===== config.mk =====
export PLATFORM = sky130hd
export DESIGN_NAME = fifo_sync_param
export DESIGN_NICKNAME = d
export VERILOG_FILES = /design/src/rtl/fifo_sync_param.sv
export SDC_FILE = /design/constraint.sdc
export NUM_CORES = 1
export LEC_CHECK = 0
export BUFFER_PORTS_ARGS = -buffer_cell sky130_fd_sc_hd__buf_4
export CORE_MARGIN = 1
export CORE_UTILIZATION = 54
export CTS_CLUSTER_DIAMETER = 80
export DETAILED_ROUTE_END_ITERATION = 10
export PLACE_DENSITY = 0.72
export SLEW_MARGIN = 20
export SYNTH_ARGS = -nofsm -noshare
export SYNTH_HDL_FRONTEND = slang
export SYNTH_SLANG_ARGS = --single-unit

===== constraint.sdc =====
create_clock -name clk -period 3.71 [get_ports clk]
set_input_delay 0 -clock clk [delete_from_list [all_inputs] [get_ports clk]]
set_output_delay 0 -clock clk [all_outputs]
set_load 0.02 [all_outputs]

===== src/rtl/fifo_sync_param.sv =====
// fifo_sync_param: single-clock parametrised FIFO with occupancy count,
// almost-full/almost-empty thresholds, overflow/underflow error pulses and a
// selectable first-word-fall-through read mode.
//
// Parameters:
//   WIDTH    data word width
//   DEPTH    number of entries (power of two, >= 2)
//   AF_LEVEL almost_full asserts when count >= AF_LEVEL
//   AE_LEVEL almost_empty asserts when count <= AE_LEVEL
//   FWFT     0 = registered read, 1 = first-word-fall-through
//
// Ports:
//   clk, rst          clock, asynchronous active-high reset
//   push, data_in     write request and data
//   pop               read request
//   data_out          read data
//   full, empty       count == DEPTH / count == 0
//   almost_full/empty threshold flags from count
//   count             occupancy 0..DEPTH
//   overflow          one-cycle pulse after a rejected push
//   underflow         one-cycle pulse after a rejected pop
module fifo_sync_param #(
  parameter int WIDTH    = 8,
  parameter int DEPTH    = 16,
  parameter int AF_LEVEL = DEPTH - 2,
  parameter int AE_LEVEL = 2,
  parameter bit FWFT     = 1'b0
) (
  input  logic                     clk,
  input  logic                     rst,
  input  logic                     push,
  input  logic [WIDTH-1:0]         data_in,
  input  logic                     pop,
  output logic [WIDTH-1:0]         data_out,
  output logic                     full,
  output logic                     empty,
  output logic                     almost_full,
  output logic                     almost_empty,
  output logic [$clog2(DEPTH):0]   count,
  output logic                     overflow,
  output logic                     underflow
);

  localparam int AW = $clog2(DEPTH);
  localparam int CW = AW + 1;
  localparam logic [CW-1:0] DEPTH_C = CW'(DEPTH);
  localparam logic [CW-1:0] AF_C    = CW'(AF_LEVEL);
  localparam logic [CW-1:0] AE_C    = CW'(AE_LEVEL);

  logic [WIDTH-1:0] mem [DEPTH];
  logic [AW-1:0]    wr_ptr;
  logic [AW-1:0]    rd_ptr;
  logic             wr_en;
  logic             rd_en;

  // A push into a full FIFO is still accepted when a pop frees the head
  // slot on the same edge.
  always_comb begin
    rd_en = pop && !empty;
    wr_en = push && (!full || rd_en);
  end

  always_comb begin
    full         = (count == DEPTH_C);
    empty        = (count == '0);
    almost_full  = (count >= AF_C);
    almost_empty = (count <= AE_C);
  end

  // Storage is intentionally not reset.
  always_ff @(posedge clk) begin
    if (wr_en) mem[wr_ptr] <= data_in;
  end

  always_ff @(posedge clk or posedge rst) begin
    if (rst) begin
      wr_ptr    <= '0;
      rd_ptr    <= '0;
      count     <= '0;
      overflow  <= 1'b0;
      underflow <= 1'b0;
    end else begin
      overflow  <= push && !wr_en;
      underflow <= pop && !rd_en;
      if (wr_en) wr_ptr <= wr_ptr + AW'(1);
      if (rd_en) rd_ptr <= rd_ptr + AW'(1);
      case ({wr_en, rd_en})
        2'b10:   count <= count + CW'(1);
        2'b01:   count <= count - CW'(1);
        default: count <= count;
      endcase
    end
  end

  generate
    if (FWFT) begin : g_fwft
      // Head word is presented combinationally; zero while empty.
      always_comb begin
        data_out = empty ? '0 : mem[rd_ptr];
      end
    end else begin : g_std
      always_ff @(posedge clk or posedge rst) begin
        if (rst)        data_out <= '0;
        else if (rd_en) data_out <= mem[rd_ptr];
      end
    end
  endgenerate

endmodule


* After elaboration in Yosys (flattened, before gate mapping)
Memory sizes are Yosys's and may differ from the RTL's. A register that Yosys moved wholly into a read port is not among the register bits. Index checks and enable logic that the tools add are counted.
Storage, ports and cells: bits in writable memories 128, bits of input ports 12, register bits 15, memories 1, output and inout port bits 19
Operators by class: equal/unequal tests 3, mux-type cells 3, order comparisons 2, reduce and logical (&&, ||, !) cells 11, add/subtract/negate cells 4
Memory list:
- mem | depth 16, width 8, read ports 1, clocked after memory_dff 1, write ports 1, line 50 | logic [WIDTH-1:0] mem [DEPTH];
Operators by type and width (number):
- $pmux 5 s2 | 1
- $add 4x1->4 const B | 2
- $add 5x1->5 const B | 1
- $eq 5x5->1 const B | 1
- $ge 5x4->1 const B | 1
- $le 5x2->1 const B | 1
- $logic_not 5->1 | 1
- $sub 5x1->5 const B | 1
- $logic_and 1x1->1 | 4
- $logic_not 1->1 | 4
- $eq 2x1->1 const B | 1
- $eq 2x2->1 const B | 1
- $mux 1 | 2
- $reduce_bool 2->1 | 1
- $logic_or 1x1->1 | 1

* Depth between registers and ports, before layout
Gate-level depths: netlist of the first run.
depth after elaboration 7, gate-level depth with buffers 8

* Worst setup path before layout of the first run
OpenSTA, ideal clock, no wires.
path kind reg-to-reg, start point register count[1], end point memory mem[3][0], enable pin, library setup time 383 ps, arrival time 1976 ps, slack 1351 ps, path buffers 0, stages on the path, launching flop included 5, required time 3327 ps, cells stage by stage dfrtp_1 > nor4_2 > a31oi_1 > nand2_1 > nor3_1
Between the ends: longest elaborated chain between the ends 7
Ends and longest elaborated chain:
- from (decl) | line 39 | output logic [$clog2(DEPTH):0] count,
- from (signal assigned) | line 88 | 2'b10: count <= count + CW'(1);
- from (signal assigned) | line 89 | 2'b01: count <= count - CW'(1);
- from (signal assigned) | line 90 | default: count <= count;
- $logic_not 5->1 | line 65 | empty = (count == '0);
- $logic_not 1->1 | line 59 | rd_en = pop && !empty;
- $logic_and 1x1->1 | line 59
- $logic_or 1x1->1 (*) | line 60 | wr_en = push && (!full || rd_en);
- $logic_and 1x1->1 (*) | line 60
- $mux 1 (*) | line 72 | if (wr_en) mem[wr_ptr] <= data_in;
- $mux 1 (implied by the code) (*) | line 72
- to (decl) | line 50
Mark *: on every way between the ends. The rest lies on a longest branch, timed or not.

* Worst setup path after layout of the first run
start point register count[1], end point memory mem[11][2], enable pin
Same word-level chain as after synthesis.

==> impl_metrics.yaml, run 1 <==
timing:
  tightest_slew_ns: 1.04
  fin_skew_ns: 0.0107
  final-max-slew-violation-count: 0
  setup_violations: 0
  hold_viol: 0
  finalCritPeriodShare_pct: 71.9
  min_period_ns: 2.67
  relSlewSlack_pct: 30.7
  fmaxAchievable_mhz: 375
  rsz0062_at_grt: "no"
  finalSetupTns_ns: 0
power:
  p_sw_uw: 1710
  combPwrFrac_pct: 28.7
  pwr-share-seq_pct: 43.3
  internal_power_uw: 3810
  ir_drop_mv: 0.429
  swShare_pct: 31.0
  power.share.clock_pct: 28.1
  p_leak_uw: 0.00255
  power.density_nw_per_um2: 774
routing:
  drtIter0Drc: 238
  drt_wl_total_um: 11300
  drt-wirelength-per-cell_um: 21.3
  ant_nets: 0
  avgViaCountPerCell: 5.66
  vias: 2995
  drcViolationCount: 0
  first_pass_iters: 4
critical_path:
  slowest_delay_ns: 0.71
  crit_required_ns: 3.86
  worstSetupPathType: "flip-flop to flip-flop"
  arrival_ns: 2.81
  slowest_stage: "a31oi_1"
  crit_path_end_kind: "flip-flop"
  crit_path_max_fanout: 8
  worst-r2r-cell-count: 4
  cp-start-kind: "flip-flop"
  crit_chain: "nor4_2, a31oi_1, nand2_1, nor2_1"
synthesis:
  synth_enable_flop_cells: 128
  synth_flop_cell: "edfxtp_1"
  synthArstFlopShare_pct: 15.2
  ys_ff_latch: 151
  synthCells: 321
  netlist_area_um2: 6070
  ys_seq_area_share_pct: 72.8
  synth_warnings: 0
  avgSynthCellArea_um2: 18.9
  ys_types: 32
  synth_fp_nets: 342
final_layout:
  multi_input_area_um2: 1550
  drive_gt1_share_pct: 28.0
  nets: 397
  final_common_cell: "edfxtp_1"
  register_area_um2: 4420
  area.growth.synth_to_final_pct: 17.6
  fillerInstances: 721
  n_antenna_cell: 0
  final_core_util_pct: 65.5
  final_cell_mix: "128 x edfxtp_1, 39 x buf_4, 32 x mux4_2, 23 x dfrtp_1, 21 x nand2_1"
global_routing:
  antenna_found_initial: 0
  grt_pass1_wl_um: 17000
  grt_pass1_vias: 2935
  grt-ovfl-total: 0
  grt.total_usage_pct: 21.2
  grt_max_degree: 24
clock_network:
  clockRootBuffer: "clkbuf_8"
  clock-sinks: 151
  path_clk_slew_ns: 0.06
  postCtsSetupBuffers: 0
  insertion_delay_ns: 0.52
  numCtsBuffers: 17
  htree_num_levels: 4
  cts_hold_buf: 12
  cts_tree: "yes"
  post_cts_resized: 0
  clock_path_buffers: 2
die:
  die_h_um: 108
  core_um2: 10900
  row_count: 38
  fp.dieW_um: 108
  start_util_pct: 55.7
  ios: 31
  die_area_um2: 11700
placed_design:
  dp_hpwl_um: 7250
  gp_congestion: 0.798
  portBuffers: 30
flow_run:
  maxCapViolations: 0
worst_hold_path:
  hold_class: "primary input to async pin"
status:
  status: "complete, no violations"
kinds of logic after synthesis:
logic type,synth area share (%)
compound gates,2.62
xor+xnor,1.30
fa+ha+maj,1.98
buf+inv,1.63
flops,72.8
mux,15.6
simple gates,4.04
power groups by stage:
stage          Clock, uW  Sequential, uW  Combinational, uW
3_3_place_gp           0            2410               1560
2_1_floorplan          0            2330               1140
5_1_grt             1640            2430               1710
6_report            1550            2390               1580
4_1_cts             1570            2390               1610
3_5_place_dp           0            2420               1580
per-stage QoR:
step | cell area, um^2 | instances | hold slack, ns | power [uW] | worst slack, ns
after global routing | 7140 | 529 | 0.310 | 5780 | 0.877
final | 7140 | 529 | 0.249 | 5520 | 1.04
after global placement | 6470 | 485 | 0.229 | 3970 | 1.16
after detailed placement | 6470 | 485 | 0.232 | 4000 | 1.09
after floorplan | 6070 | 321 | 0.00192 | 3470 | 1.35
after CTS | 7140 | 529 | 0.257 | 5570 | 1.03
worst max-delay path, delay by kind of cell, from the launching register on:
family,cells,cell delay (ns)
AOI/OAI and AO/OA,1,0.71
and+or+nand+nor,3,1.08
DFF,1,0.50
flip-flops by register name, summed over array words and instances (netlist names):
name,flops
count,5
wr_ptr,4
data_out,8
rd_ptr,4
underflow,1
mem,128
overflow,1
metal layers:
layer	wire length [um]	GRT usage [%]	up-vias
li1	-	-	1385
met1	5010	30.7	1509
met2	5380	30.9	93
met3	773	5.06	8
met4	97	9.10	0
met5	0	0	-
synth_stat cells (6+ instances only):
master | n | area [um^2]
mux4_2 | 32 | 721
nor3_1 | 7 | 35.0
o221ai_1 | 8 | 70.1
nor2_1 | 15 | 56.3
ha_1 | 8 | 100
nand2_1 | 21 | 78.8
clkbuf_1 | 6 | 22.5
edfxtp_1 | 128 | 3840
buf_2 | 7 | 35.0
inv_1 | 9 | 33.8
xnor2_1 | 8 | 70.1
mux2i_1 | 18 | 180
dfrtp_1 | 23 | 576
cell type report:
type	count	area share, %
Clock buffer	19	6.19
Clock inverter	13	1.46
Inverter	9	0.473
Multi-Input combinational cell	146	21.7
Sequential cell	151	61.9
Tap cell	140	2.45
Timing Repair Buffer	51	5.79
path summary, 6_finish.rpt:
path                                  from          to  slack [ns]
worst max-delay path              count[1]  mem[11][2]        1.04
worst min-delay path                   rst   wr_ptr[1]        0.25
worst max register to register    count[1]  mem[11][2]        1.04
worst min register to register   rd_ptr[3]   rd_ptr[3]        0.49
max in group asynchronous              rst    count[2]        2.89
min in group clk                data_in[4]   mem[6][4]        0.34
Note: power is estimated with default switching activity, not from simulation.
==> run 2, diff against run 1 <==
==> constraint.sdc (replaced) <==
create_clock -name clk -period 2.7 [get_ports clk]
set_input_delay 0 -clock clk [delete_from_list [all_inputs] [get_ports clk]]
set_output_delay 0 -clock clk [all_outputs]
set_load 0.02 [all_outputs]
==> impl_metrics.yaml, run 2 (synthesized netlist as in run 1, its figures left out) <==
status:
  status: "complete, no violations"
placed_design:
  dp_hpwl_um: 7220
  gp_congestion: 0.813
  dp.cells: 498
  portBuffers: 30
  placed_cell_area_um2: 6580
critical_path:
  cp-start-kind: "flip-flop"
  critPathBufInv: 0
  crit_path_max_fanout: 7
  crit_top_cell: "a21oi_1"
  slowest_stage: "dfrtp_1"
  crit_chain: "nor4_4, a21oi_1, ha_1, a21oi_1, o21ai_0, mux2i_1, nand3b_1"
  slowest_delay_ns: 0.48
  worstSetupPathType: "flip-flop to flip-flop"
  arrival_ns: 2.84
  crit_family: "compound AO/OA/AOI/OAI gates"
  crit_path_end_kind: "flip-flop"
  crit_required_ns: 3.10
final_layout:
  regMostFlops: "mem"
  final_common_cell: "edfxtp_1"
  drive_gt1_share_pct: 29.1
  final_cell_mix: "128 x edfxtp_1, 51 x buf_4, 32 x mux4_2, 23 x dfrtp_1, 21 x nand2_1"
  n_antenna_cell: 0
  largest_reg_flops: 128
  design_area_um2: 7270
  area.growth.synth_to_final_pct: 19.8
  nets: 410
  reg_top3: "mem: 128 flops, data_out: 8 flops, count: 5 flops"
  fin_cells: 542
timing:
  finalSetupTns_ns: 0
  min_period_ns: 2.43
  fin_skew_ns: 0.00580
  hold_viol: 0
  final-max-slew-violation-count: 0
  finalCritPeriodShare_pct: 90.1
  relSlewSlack_pct: 40.2
  setup_violations: 0
  tightest_slew_ns: 0.895
  fmaxAchievable_mhz: 411
  rsz0062_at_grt: "no"
clock_network:
  numCtsBuffers: 17
  path_clk_slew_ns: 0.06
  postCtsSetupBuffers: 0
  insertion_delay_ns: 0.52
  clock_path_buffers: 2
  cts_tree: "yes"
  clock-sinks: 151
  htree_num_levels: 4
  clockRootBuffer: "clkbuf_8"
die:
  fp.dieW_um: 108
  start_util_pct: 55.7
  row_count: 38
  die_h_um: 108
  ios: 31
  core_um2: 10900
  die_area_um2: 11700
global_routing:
  grt-ovfl-total: 0
  grt_pass1_wl_um: 17800
  grt.total_usage_pct: 21.9
  grt_max_degree: 28
  antenna_found_initial: 0
  grt_pass1_vias: 3125
routing:
  first_pass_iters: 4
  avgViaCountPerCell: 5.71
  drtIter0Drc: 221
  ant_nets: 0
  drt_wl_total_um: 11400
  drt-wirelength-per-cell_um: 21.1
  vias: 3093
  drcViolationCount: 0
power:
  pwr-share-seq_pct: 40.6
  power.share.clock_pct: 28.6
  power.density_nw_per_um2: 1060
  swShare_pct: 30.4
  internal_power_uw: 5380
  combPwrFrac_pct: 30.7
  ir_drop_mv: 0.826
  p_sw_uw: 2340
  p_leak_uw: 0.00263
flow_run:
  maxCapViolations: 0
worst_hold_path:
  hold_class: "primary input to async pin"
==> run 2: what timing repair did <==
item / in CTS / in global routing
hold buffers: 12 / 0
hold endpoints to repair: 167 / 0
resized for setup: 0 / 1
setup endpoints to repair: 0 / 1
==> run 2: worst paths after layout <==
check / endpoint / slack, ns / from / depth (start not counted)
worst max-delay path: count[4] / 0.27 / count[0] / 7
worst min-delay path: data_out[1] / 0.23 / rst / 3
worst max register to register: count[4] / 0.27 / count[0] / 7
worst min register to register: rd_ptr[3] / 0.49 / rd_ptr[3] / 1
max in group asynchronous: wr_ptr[1] / 1.92 / rst / 3
min in group clk: mem[12][2] / 0.34 / data_in[2] / 2
==> run 2: area by class of cell <==
type                            instances  area (um^2)
Fill cell                             712         3620
Multi-Input combinational cell        146         1560
Sequential cell                       151         4420
Clock buffer                           23          457
Tap cell                              140          175
Timing Repair Buffer                   64          523
Inverter                                9         33.8
Clock inverter                          9          103
==> run 2: through the flow <==
step	worst slack [ns]	total power, uW	hold slack (ns)	util (%)
4_1_cts	0.161	7780	0.247	66.7
2_1_floorplan	0.341	4770	0.00192	-
6_report	0.266	7720	0.233	66.8
3_3_place_gp	0.305	5500	0.231	60.4
5_1_grt	0.0756	8100	0.316	66.8
3_5_place_dp	0.191	5540	0.236	60.4
==> run 2: worst register-to-register path, stage by stage (launching register included) <==
cell and delay (ns):
dfrtp_1 0.48, nor4_4 0.41, a21oi_1 0.25, ha_1 0.39
a21oi_1 0.10, o21ai_0 0.35, mux2i_1 0.23, nand3b_1 0.09
==> run 2: power groups by stage <==
stage	combinational [uW]	clock [uW]	sequential (uW)
floorplan	1570	0	3200
global route	2560	2350	3180
detailed placement	2370	0	3170
CTS	2400	2250	3130
global placement	2360	0	3150
finish	2370	2210	3140
==> run 2: routing by layer <==
layer / wire length (um) / global-route usage (%)
met1: 5100 / 29.4
met2: 5730 / 35.1
met3: 428 / 4.58
met4: 153 / 9.20
met5: 0 / 0
==> run 3, diff against run 2 <==
--- a/config.mk
+++ b/config.mk
@@ -8,7 +8,9 @@
 export BUFFER_PORTS_ARGS = -buffer_cell sky130_fd_sc_hd__buf_4
 export CORE_MARGIN = 1
 export CORE_UTILIZATION = 54
+export CTS_BUF_LIST = sky130_fd_sc_hd__clkbuf_4 sky130_fd_sc_hd__clkbuf_8 sky130_fd_sc_hd__clkbuf_16
 export CTS_CLUSTER_DIAMETER = 80
+export CTS_CLUSTER_SIZE = 12
 export DETAILED_ROUTE_END_ITERATION = 10
 export PLACE_DENSITY = 0.72
 export SLEW_MARGIN = 20
==> impl_metrics.yaml, run 3 (synthesized netlist as in run 1, its figures left out) <==
flow_run:
  maxCapViolations: 0
routing:
  avgViaCountPerCell: 5.69
  drt_wl_total_um: 11400
  drtIter0Drc: 260
  drt-wirelength-per-cell_um: 21.0
  first_pass_iters: 4
  drcViolationCount: 0
  ant_nets: 0
  vias: 3085
critical_path:
  r2r_slack_ns: 0.26
  worstSetupPathType: "flip-flop to flip-flop"
  worst-r2r-cell-count: 7
  crit_required_ns: 3.10
  r2r-start: "count[0]"
  crit_path_end_kind: "flip-flop"
  crit_path_max_fanout: 7
  r2r-end: "count[4]"
  arrival_ns: 2.84
  cp-start-kind: "flip-flop"
final_layout:
  final_core_util_pct: 66.9
  drive_gt1_share_pct: 30.1
  nets: 410
  regMostFlops: "mem"
  reg_top3: "mem: 128 flops, data_out: 8 flops, count: 5 flops"
  largest_reg_flops: 128
  fin_cells: 542
  n_antenna_cell: 0
  final_cell_mix: "128 x edfxtp_1, 51 x buf_4, 32 x mux4_2, 23 x dfrtp_1, 21 x nand2_1"
  final_common_cell: "edfxtp_1"
  area.growth.synth_to_final_pct: 20.0
clock_network:
  numCtsBuffers: 17
  clock-sinks: 151
  path_clk_slew_ns: 0.06
  cts_tree: "yes"
  insertion_delay_ns: 0.52
  postCtsSetupBuffers: 0
  clock_path_buffers: 2
  htree_num_levels: 4
  clockRootBuffer: "clkbuf_8"
global_routing:
  grt.total_usage_pct: 22.0
  grt_max_degree: 28
  grt_pass1_vias: 3127
  antenna_found_initial: 0
  grt_pass1_wl_um: 17800
  grt-ovfl-total: 0
placed_design:
  portBuffers: 30
  gp_congestion: 0.813
  dp.cells: 498
  dp_hpwl_um: 7220
die:
  die_h_um: 108
  fp.dieW_um: 108
  core_um2: 10900
  row_count: 38
  die_area_um2: 11700
  ios: 31
  start_util_pct: 55.7
timing:
  tightest_slew_ns: 0.899
  final-max-slew-violation-count: 0
  fin_skew_ns: 0.00776
  rsz0062_at_grt: "no"
  fmaxAchievable_mhz: 410
  relSlewSlack_pct: 40.0
  finalSetupTns_ns: 0
  hold_viol: 0
  setup_violations: 0
  min_period_ns: 2.44
  finalCritPeriodShare_pct: 90.3
power:
  p_leak_uw: 0.00264
  ir_drop_mv: 0.820
  power.density_nw_per_um2: 1070
status:
  status: "complete, no violations"
worst_hold_path:
  hold_class: "primary input to async pin"
==> run 3: cell counts in the layout (fill, tap and decap cells not counted) <==
No cell type changed its count.
==> run 3: worst max-delay path by stage <==
stage / start / endpoint / slack (ns) / depth (start not counted)
finish: count[0] / count[4] / 0.26 / 7
global route: count[0] / count[4] / 0.08 / 7
CTS: count[0] / count[4] / 0.16 / 7
detailed placement: count[0] / count[4] / 0.19 / 7
global placement: count[0] / count[4] / 0.30 / 7
floorplan: count[1] / mem[3][0] / 0.34 / 4
==> run 3: routing by layer <==
metal	GRT usage (%)	share of wire, %
met5	0	0
met4	9.20	1.2
met3	4.58	5.2
met2	35.0	50
met1	29.6	44
==> run 3: layout make-up <==
class,count,area (um^2)
fill,715,3600
tap,140,175
timing repair buffer,64,523
sequential,151,4420
clock buffer,23,472
inverter,9,33.8
multi-input combinational,146,1560
clock inverter,9,103
==> run 3: repair_timing <==
item | CTS | global route
hold buffers | 12 | 0
endpoints found under the setup margin | 0 | 1
gates resized for setup | 0 | 1
hold endpoints to repair | 167 | 0
==> run 3: stage by stage <==
stage               cell area (um^2)  total power [uW]  hold WS (ns)  setup slack [ns]
floorplan                       6070              4770       0.00192             0.341
global placement                6580              5500         0.231             0.305
detailed placement              6580              5540         0.236             0.191
CTS                             7270              7820         0.247             0.161
global route                    7280              8140         0.316            0.0756
finish                          7280              7760         0.234             0.263
==> run 3: power breakdown <==
part           total, uW  switching, uW  internal (uW)
registers           3140            243           2890
logic               2370           1240           1130
clock network       2250            857           1400
total               7760           2340           5420
==> run 3: critical path: stages, from the launching register on <==
cell	delay, ns
dfrtp_1	0.48
nor4_4	0.41
a21oi_1	0.25
ha_1	0.39
a21oi_1	0.10
o21ai_0	0.36
mux2i_1	0.24
nand3b_1	0.09
